## src/rtl/itch_msg_framer.sv

```systemverilog
// itch_msg_framer
//   Length-prefixed ITCH message framer. Parses an ingress byte stream of
//   [LEN_BYTES-byte big-endian length][type][payload...] records and forwards
//   each message body (type byte first) as a framed stream with sop/eop.
//   Records with a zero length or a length above MAX_MSG_LEN are flagged on
//   err_len and skipped without producing output.
//
//   Ports
//     clk, rst        clock; synchronous active-high reset
//     rx_data/valid/ready   ingress byte stream (transfer on valid & ready)
//     out_data/valid/ready  body byte stream, one registered stage
//     out_sop, out_eop      first / last body byte, qualified by out_valid
//     out_type, out_len     type and body length of the current/last message
//     err_len               one-cycle pulse on an illegal length
//     msg_count, err_count  saturating statistics (only with ITCH_FRAMER_STATS_EN)
//
//   Configuration macro: ITCH_FRAMER_STATS_EN adds msg_count/err_count.
//
//   state  | meaning
//   S_LEN  | collecting the length prefix, MSB first
//   S_TYPE | waiting for the type byte (first body byte)
//   S_BODY | forwarding the remaining body bytes
//   S_DROP | discarding the body of an oversize record
module itch_msg_framer #(
    parameter int LEN_BYTES   = 2,
    parameter int MAX_MSG_LEN = 64,
    localparam int LEN_W      = 8 * LEN_BYTES
) (
    input  logic             clk,
    input  logic             rst,
    input  logic [7:0]       rx_data,
    input  logic             rx_valid,
    output logic             rx_ready,
    output logic [7:0]       out_data,
    output logic             out_valid,
    input  logic             out_ready,
    output logic             out_sop,
    output logic             out_eop,
    output logic [7:0]       out_type,
    output logic [LEN_W-1:0] out_len,
    output logic             err_len
`ifdef ITCH_FRAMER_STATS_EN
    ,
    output logic [31:0]      msg_count,
    output logic [15:0]      err_count
`endif
);

    typedef enum logic [1:0] {
        S_LEN  = 2'd0,
        S_TYPE = 2'd1,
        S_BODY = 2'd2,
        S_DROP = 2'd3
    } state_t;

    localparam logic [LEN_W-1:0] MAX_LEN      = LEN_W'(MAX_MSG_LEN);
    localparam logic [LEN_W-1:0] ONE          = LEN_W'(1);
    localparam logic [LEN_W-1:0] ZERO         = '0;
    localparam logic [2:0]       LAST_LEN_IDX = 3'(LEN_BYTES - 1);

    state_t           state;
    logic [2:0]       byte_cnt;
    logic [LEN_W-1:0] len_acc;
    logic [LEN_W-1:0] len_next;
    logic [LEN_W-1:0] remaining;
    logic [LEN_W-1:0] drop_cnt;
    logic             rx_fire;
    logic             out_free;

    // The output register can take a new byte when it is empty or being drained
    // this cycle, which gives full throughput with out_ready held high.
    assign out_free = !out_valid || out_ready;
    assign rx_ready = (state == S_LEN || state == S_DROP) ? 1'b1 : out_free;
    assign rx_fire  = rx_valid && rx_ready;

    // Length accumulator with the incoming byte shifted in at the LSB end.
    generate
        if (LEN_BYTES == 1) begin : g_len_one
            assign len_next = rx_data;
        end else begin : g_len_multi
            assign len_next = {len_acc[LEN_W-9:0], rx_data};
        end
    endgenerate

    always_ff @(posedge clk) begin
        if (rst) begin
            state     <= S_LEN;
            byte_cnt  <= '0;
            len_acc   <= '0;
            remaining <= '0;
            drop_cnt  <= '0;
            out_data  <= '0;
            out_valid <= 1'b0;
            out_sop   <= 1'b0;
            out_eop   <= 1'b0;
            out_type  <= '0;
            out_len   <= '0;
            err_len   <= 1'b0;
        end else begin
            err_len <= 1'b0;
            if (out_valid && out_ready) begin
                out_valid <= 1'b0;
            end

            case (state)
                S_LEN: begin
                    if (rx_fire) begin
                        len_acc <= len_next;
                        if (byte_cnt == LAST_LEN_IDX) begin
                            byte_cnt <= '0;
                            if (len_next == ZERO) begin
                                err_len <= 1'b1;
                            end else if (len_next > MAX_LEN) begin
                                err_len  <= 1'b1;
                                drop_cnt <= len_next;
                                state    <= S_DROP;
                            end else begin
                                state <= S_TYPE;
                            end
                        end else begin
                            byte_cnt <= byte_cnt + 3'd1;
                        end
                    end
                end

                S_TYPE: begin
                    if (rx_fire) begin
                        out_valid <= 1'b1;
                        out_data  <= rx_data;
                        out_sop   <= 1'b1;
                        out_type  <= rx_data;
                        out_len   <= len_acc;
                        if (len_acc == ONE) begin
                            out_eop <= 1'b1;
                            state   <= S_LEN;
                        end else begin
                            out_eop   <= 1'b0;
                            remaining <= len_acc - ONE;
                            state     <= S_BODY;
                        end
                    end
                end

                S_BODY: begin
                    if (rx_fire) begin
                        out_valid <= 1'b1;
                        out_data  <= rx_data;
                        out_sop   <= 1'b0;
                        out_eop   <= (remaining == ONE);
                        remaining <= remaining - ONE;
                        if (remaining == ONE) begin
                            state <= S_LEN;
                        end
                    end
                end

                S_DROP: begin
                    if (rx_fire) begin
                        drop_cnt <= drop_cnt - ONE;
                        if (drop_cnt == ONE) begin
                            state <= S_LEN;
                        end
                    end
                end

                default: state <= S_LEN;
            endcase
        end
    end

`ifdef ITCH_FRAMER_STATS_EN
    always_ff @(posedge clk) begin
        if (rst) begin
            msg_count <= '0;
            err_count <= '0;
        end else begin
            if (out_valid && out_ready && out_eop && (msg_count != '1)) begin
                msg_count <= msg_count + 32'd1;
            end
            if (err_len && (err_count != '1)) begin
                err_count <= err_count + 16'd1;
            end
        end
    end
`endif

endmodule

```

## config.mk

```make
export PLATFORM = sky130hd
export DESIGN_NAME = itch_msg_framer
export DESIGN_NICKNAME = d
export VERILOG_FILES = /design/src/rtl/itch_msg_framer.sv
export SDC_FILE = /design/constraint.sdc
export NUM_CORES = 1
export LEC_CHECK = 0
export CAP_MARGIN = 10
export CELL_PAD_IN_SITES_DETAIL_PLACEMENT = 2
export CELL_PAD_IN_SITES_GLOBAL_PLACEMENT = 2
export CORE_UTILIZATION = 31
export DETAILED_ROUTE_END_ITERATION = 10
export PLACE_DENSITY_LB_ADDON = 0.12
export SLEW_MARGIN = 20
export SYNTH_ARGS = -nofsm -noshare
export SYNTH_HDL_FRONTEND = slang
export SYNTH_SLANG_ARGS = --single-unit
```

## constraint.sdc

```tcl
create_clock -name clk -period 2.2 [get_ports clk]
set_input_delay 0.33 -clock clk [delete_from_list [all_inputs] [get_ports clk]]
set_output_delay 0.33 -clock clk [all_outputs]
set_load 0.02 [all_outputs]
```

Word-level counts from Yosys, hierarchy flattened
Index checks and enable logic that the tools add are counted.
{"block": "word_totals", "register_bits": 89, "in_bits": 12, "elab_cells": 90}
{"block": "classes", "add_sub_neg": 4, "magnitude_cmp": 1, "n_eq_ne": 17, "mux": 35, "bitwise": 3, "reduce_logical": 18}
{"op": "$mux 16", "n": 8}
{"op": "$pmux 16 s2", "n": 2}
{"op": "$eq 16x1->1 const B", "n": 3}
{"op": "$sub 16x1->16 const B", "n": 3}
{"op": "$mux 2", "n": 10}
{"op": "$gt 16x7->1 const B", "n": 1}
{"op": "$logic_not 16->1", "n": 1}
{"op": "$ne 2x2->1 const B", "n": 7}
{"op": "$mux 1", "n": 11}
{"op": "$pmux 2 s4", "n": 1}
{"op": "$reduce_and 8->1", "n": 1}
{"op": "$ne 2x1->1 const B", "n": 3}
{"op": "$reduce_and 2->1", "n": 3}
{"op": "$reduce_and 6->1", "n": 1}
{"op": "$eq 2x2->1 const B", "n": 2}
{"op": "$pmux 1 s2", "n": 2}
{"op": "$reduce_and 4->1", "n": 1}
{"op": "$reduce_bool 2->1", "n": 2}
{"op": "$reduce_or 4->1", "n": 1}
{"op": "$add 3x1->3 const B", "n": 1}
{"op": "$eq 3x1->1 const B", "n": 1}
{"op": "$mux 3", "n": 1}
{"op": "$not 1->1", "n": 3}
{"op": "$reduce_and 3->1", "n": 1}
{"op": "other kinds (6)", "n": 8}

Longest topological paths before layout
{"block": "depth", "word_depth": 6, "ltp_mapped": 10, "mapped_depth_nobuf": 8}

Worst setup path before layout
Ideal clock, no wire load.
{"block": "synth_timing", "kind": "reg2reg", "startpoint": "register state[0]", "endpoint": "register out_len[10]", "setup_time_ps": 128, "arrival_time_ps": 2153, "setup_slack_ps": -80, "path_stages_with_launch": 10, "path_buffers": 2, "period_less_slack_ps": 2280, "cell_sequence": "dfxtp_1 -> inv_1 -> ha_1 -> nand3b_1 -> and2_1 -> clkbuf_1 -> nand2_1 -> buf_2 -> mux2i_1 -> nor2_1"}
{"block": "synth_via", "elab_chain_len": 5, "word_cells_on_any_way": 7, "cone_classes": "eq/ne: 2; mux: 1; reduce/logical: 4"}
{"element": "from (decl)", "line_no": "61", "text": "state_t state;"}
{"element": "from (signal assigned)", "line_no": "87", "text": "state <= S_LEN;"}
{"element": "from (signal assigned)", "line_no": "116", "text": "state <= S_DROP;"}
{"element": "from (signal assigned)", "line_no": "118", "text": "state <= S_TYPE;"}
{"element": "$eq 2x2->1 / $logic_not 2->1 (equally long branches)", "line_no": "73", "text": "assign rx_ready = (state == S_LEN || state == S_DROP) ? 1'b1 : out_free;"}
{"element": "$logic_or 1x1->1 (*)", "line_no": "73"}
{"element": "$mux 1 (*)", "line_no": "73"}
{"element": "via rx_ready", "line_no": "33", "text": "output logic rx_ready,"}
{"element": "$logic_and 1x1->1 (*)", "line_no": "74", "text": "assign rx_fire = rx_valid && rx_ready;"}
{"element": "$reduce_and 2->1 (no line) (*)"}
{"element": "to (signal assigned)", "line_no": "132", "text": "out_len <= len_acc;"}
{"element": "to (decl)", "line_no": "40", "text": "output logic [LEN_W-1:0] out_len,"}
Mark *: on every way through the listed nets, which the timed path passes. The rest lies on a longest branch.
A chain may end at the register's enable or synchronous reset.

Worst setup path after layout
{"block": "layout_timing", "startpoint": "register state[1]", "endpoint": "register drop_cnt[0]"}
{"block": "layout_via", "elab_chain_len": 6, "word_cells_on_any_way": 13, "cone_classes": "eq/ne: 6; mux: 2; reduce/logical: 5"}
{"element": "$eq 2x2->1 / $logic_not 2->1 (equally long branches)", "line_no": "73, 105"}
{"element": "$logic_or 1x1->1", "line_no": "73"}
{"element": "$mux 1", "line_no": "73"}
{"element": "$logic_and 1x1->1", "line_no": "74"}
{"element": "$ne 2x2->1 (no line)"}
{"element": "$reduce_and 6->1 (no line)"}
{"element": "to (signal assigned)", "line_no": "115", "text": "drop_cnt <= len_next;"}
{"element": "to (signal assigned)", "line_no": "159", "text": "drop_cnt <= drop_cnt - ONE;"}
{"element": "to (decl)", "line_no": "66", "text": "logic [LEN_W-1:0] drop_cnt;"}
Several ways; a longest one is shown, not always the timed one.

==> summary.txt <==
Status
  – Outcome: completed

Run
  – Max-cap viol count: 0

Power
  – Final Total Pwr: 6.98 mW
  – Peak supply drop: 0.000348 V
  – Pwr per Cell Area: 1160 nW/um^2
  – Leak: 2.47 nW

Synthesis
  – Syn Nets: 578
  – Post-synth EDFFs: 0
  – Seq/Total Area, Yosys: 38.5%
  – Synth unique cells: 61
  – Share of flip-flops with an asynchronous set or reset: 0%
  – FF+latch count, synth: 89
  – Cells after Synth: 555
  – Avg Cell Area, Syn: 8.34 um^2
  – Synth Flop Type: dfxtp_1
  – YS warnings: 0
  – Mapped Area: 4630 um^2

Worst setup path
  – Crit path launch type: register
  – WP data required: 2480 ps
  – Crit-path max FO: 24
  – R2r startpoint: state[1]$_SDFFE_PP0P_
  – Cells on worst reg2reg path: 8
  – Reg-to-reg critical path endpoint: drop_cnt[0]$_SDFFE_PP0P_
  – Critical path class: register to register
  – R2R Setup Slk: 40 ps
  – Critical path capture point type: register
  – Crit. Startpoint: state[1]$_SDFFE_PP0P_
  – Worst-path cell chain: inv_1, ha_1, nand3b_1, and4_4, a31oi_2, buf_12, or3_1, a21oi_1
  – Worst Path Arrival: 2430 ps
  – Max stage delay on crit path: 360 ps
  – Slowest stage cell, crit path: dfxtp_1
  – Crit path to: drop_cnt[0]$_SDFFE_PP0P_

Drt
  – Wire per inst: 20.4 um
  – DRT iter0 DRCs: 178
  – Post-route ant nets: 0
  – DR vias/cell: 5.36
  – Vias: 4440
  – Pre-antenna DRT Iters: 4
  – Detailed Route WL: 16.9 mm
  – # DRC: 0

GRT
  – Grt met1 use: 29.7%
  – All-Layer GR Usage: 22.2%
  – Global Route met2 Usage: 37.0%
  – Most used routing layer: met2
  – Vias in the first global route: 4819
  – GRT overflow: 0
  – Initial antenna violation count: 0
  – Largest net degree at the start of global routing: 59
  – First-pass GRT wire length: 26.9 mm
  – Met3 GRT Util: 3.15%

Die
  – Starting Density: 31.9%
  – Die X-Extent: 124 um
  – Rows: 44
  – Die span in y: 124 um
  – Total core area: 14500 um^2
  – Die ar.: 15400 um^2
  – IO Pins: 49

Layout
  – N_diodes: 0
  – Fin nets: 663
  – Most frequent cells in the layout: nor2_1 (94), dfxtp_1 (88), buf_4 (55), mux2i_1 (53), clkdlybuf4s50_1 (46)
  – Commonest non-fill, non-tap cell in the layout: nor2_1
  – Area Growth Syn to Fin: 29.6%
  – Post-Layout Inst Area: 6000 um^2
  – Fraction of layout cells with a size suffix above 1: 16.3%

Worst hold path
  – Worst min path class: input port to register
  – Hold path depth: 2

STA
  – Final WS setup: 44.8 ps
  – Final Hold Viols: 0
  – Worst-Margin Slew: 476 ps
  – Max frequency: 464 MHz
  – Slew headroom: 68.0%
  – Final worst-path cycle share: 98.0%
  – Setup-failing EPs final: 0
  – Min Tclk post-route: 2160 ps
  – Pins Over Slew Limit: 0
  – Clk_skew: 8.47 ps

Placement
  – Dpl ws: -275 ps
  – DP HPWL: 12.5 mm
  – Area post-placement: 5670 um^2
  – Port Buf Inserts: 48
  – Gpl congestion: 0.810

Clock tree
  – Clock Latency Late Sink: 350 ps
  – CTS root buffer: clkbuf_16
  – H-tree depth: 3
  – Longest Clk Path Bufs: 2
  – Clk pin slew, worst setup/hold paths: 70 ps
  – CTS Buf Count: 9
  – CTS tree: yes
  – CTS Sinks: 89
[what timing repair did]
item                       CTS  global route
pin swaps                    1             2
resized for setup            3             8
gates cloned                 0             0
hold buffers                 0             0
setup endpoints to repair    5            17
buffers inserted             0             2
[final cells by class]
cell class / count / area [um^2]
Tap cell: 184 / 230
Timing Repair Buffer: 109 / 1010
Sequential cell: 89 / 1780
Fill cell: 1631 / 8530
Clock buffer: 9 / 225
Multi-Input combinational cell: 418 / 2660
Clock inverter: 6 / 45.0
Inverter: 13 / 48.8
[cell families after synthesis]
family,after synthesis,share of synthesized area (%)
AND/OR/NAND/NOR,222,23.7
AO/OA/AOI/OAI,118,15.6
flip-flops,89,38.5
multiplexers,53,11.5
buffers and inverters,48,5.11
XOR/XNOR,14,2.65
adder cells (fa/ha/maj),11,2.97
[layer usage]
layer	vias up	share of wire, %	routed length (um)
met5	-	0	0
met4	0	0.82	139
met3	7	2.4	403
met2	52	48	8150
met1	2253	48	8170
li1	2128	-	-
[critical path: cells and delay by family, from the launching register on]
| kind | cells | cell delay, ps |
|---|---|---|
| simple gates | 3 | 830 |
| flops | 1 | 360 |
| fa+ha+maj | 1 | 340 |
| buf+inv | 2 | 290 |
| compound gates | 2 | 280 |
[sequential cells by signal, indices dropped and copies added, names as in the netlist]
name and cells:
drop_cnt 16, len_acc 16, out_len 16, remaining 16, out_data 8, out_type 8, byte_cnt 3, state 2
err_len 1, out_eop 1, out_sop 1, out_valid 1
[stage by stage]
stage / util [%] / std cells / setup TNS [ps] / hold WS, ps
after global placement: 39.0 / 811 / -349 / 462
after CTS: 40.9 / 826 / 0 / 398
after global routing: 41.3 / 828 / -44.7 / 420
final: 41.3 / 828 / 0 / 412
after detailed placement: 39.0 / 811 / -1300 / 477
after floorplan: - / 555 / 0 / 449
[how the worst min path moves through the flow]
stage	from	to	slack, ps
finish	rst	remaining[4]$_SDFFE_PP0P_	410
global route	rst	remaining[4]$_SDFFE_PP0P_	420
CTS	rst	remaining[4]$_SDFFE_PP0P_	400
detailed placement	drop_cnt[6]$_SDFFE_PP0P_	drop_cnt[6]$_SDFFE_PP0P_	480
global placement	drop_cnt[6]$_SDFFE_PP0P_	drop_cnt[6]$_SDFFE_PP0P_	460
floorplan	drop_cnt[6]$_SDFFE_PP0P_	drop_cnt[6]$_SDFFE_PP0P_	450
[report_power, final]
part	switching (mW)	internal, mW	total (mW)
logic	2.02	1.45	3.48
registers	0.214	1.83	2.04
clock network	0.695	0.764	1.46
[cell usage after synthesis (6+ instances only)]
cell type | number | area share [%]
nor3_1 | 15 | 1.6
nand2b_1 | 7 | 0.95
a21oi_1 | 42 | 4.5
or3_1 | 6 | 0.81
mux2i_1 | 53 | 11
nand3_1 | 9 | 0.97
ha_1 | 11 | 3.0
inv_1 | 13 | 1.1
clkbuf_1 | 20 | 1.6
nand4_1 | 8 | 1.1
buf_2 | 8 | 0.86
o21ai_0 | 31 | 3.4
nor2_1 | 94 | 7.6
dfxtp_1 | 89 | 38
xor2_1 | 6 | 1.1
nor4_1 | 8 | 1.1
nand2_1 | 38 | 3.1
xnor2_1 | 8 | 1.5
No activity file was read; power rests on OpenSTA's default activity.
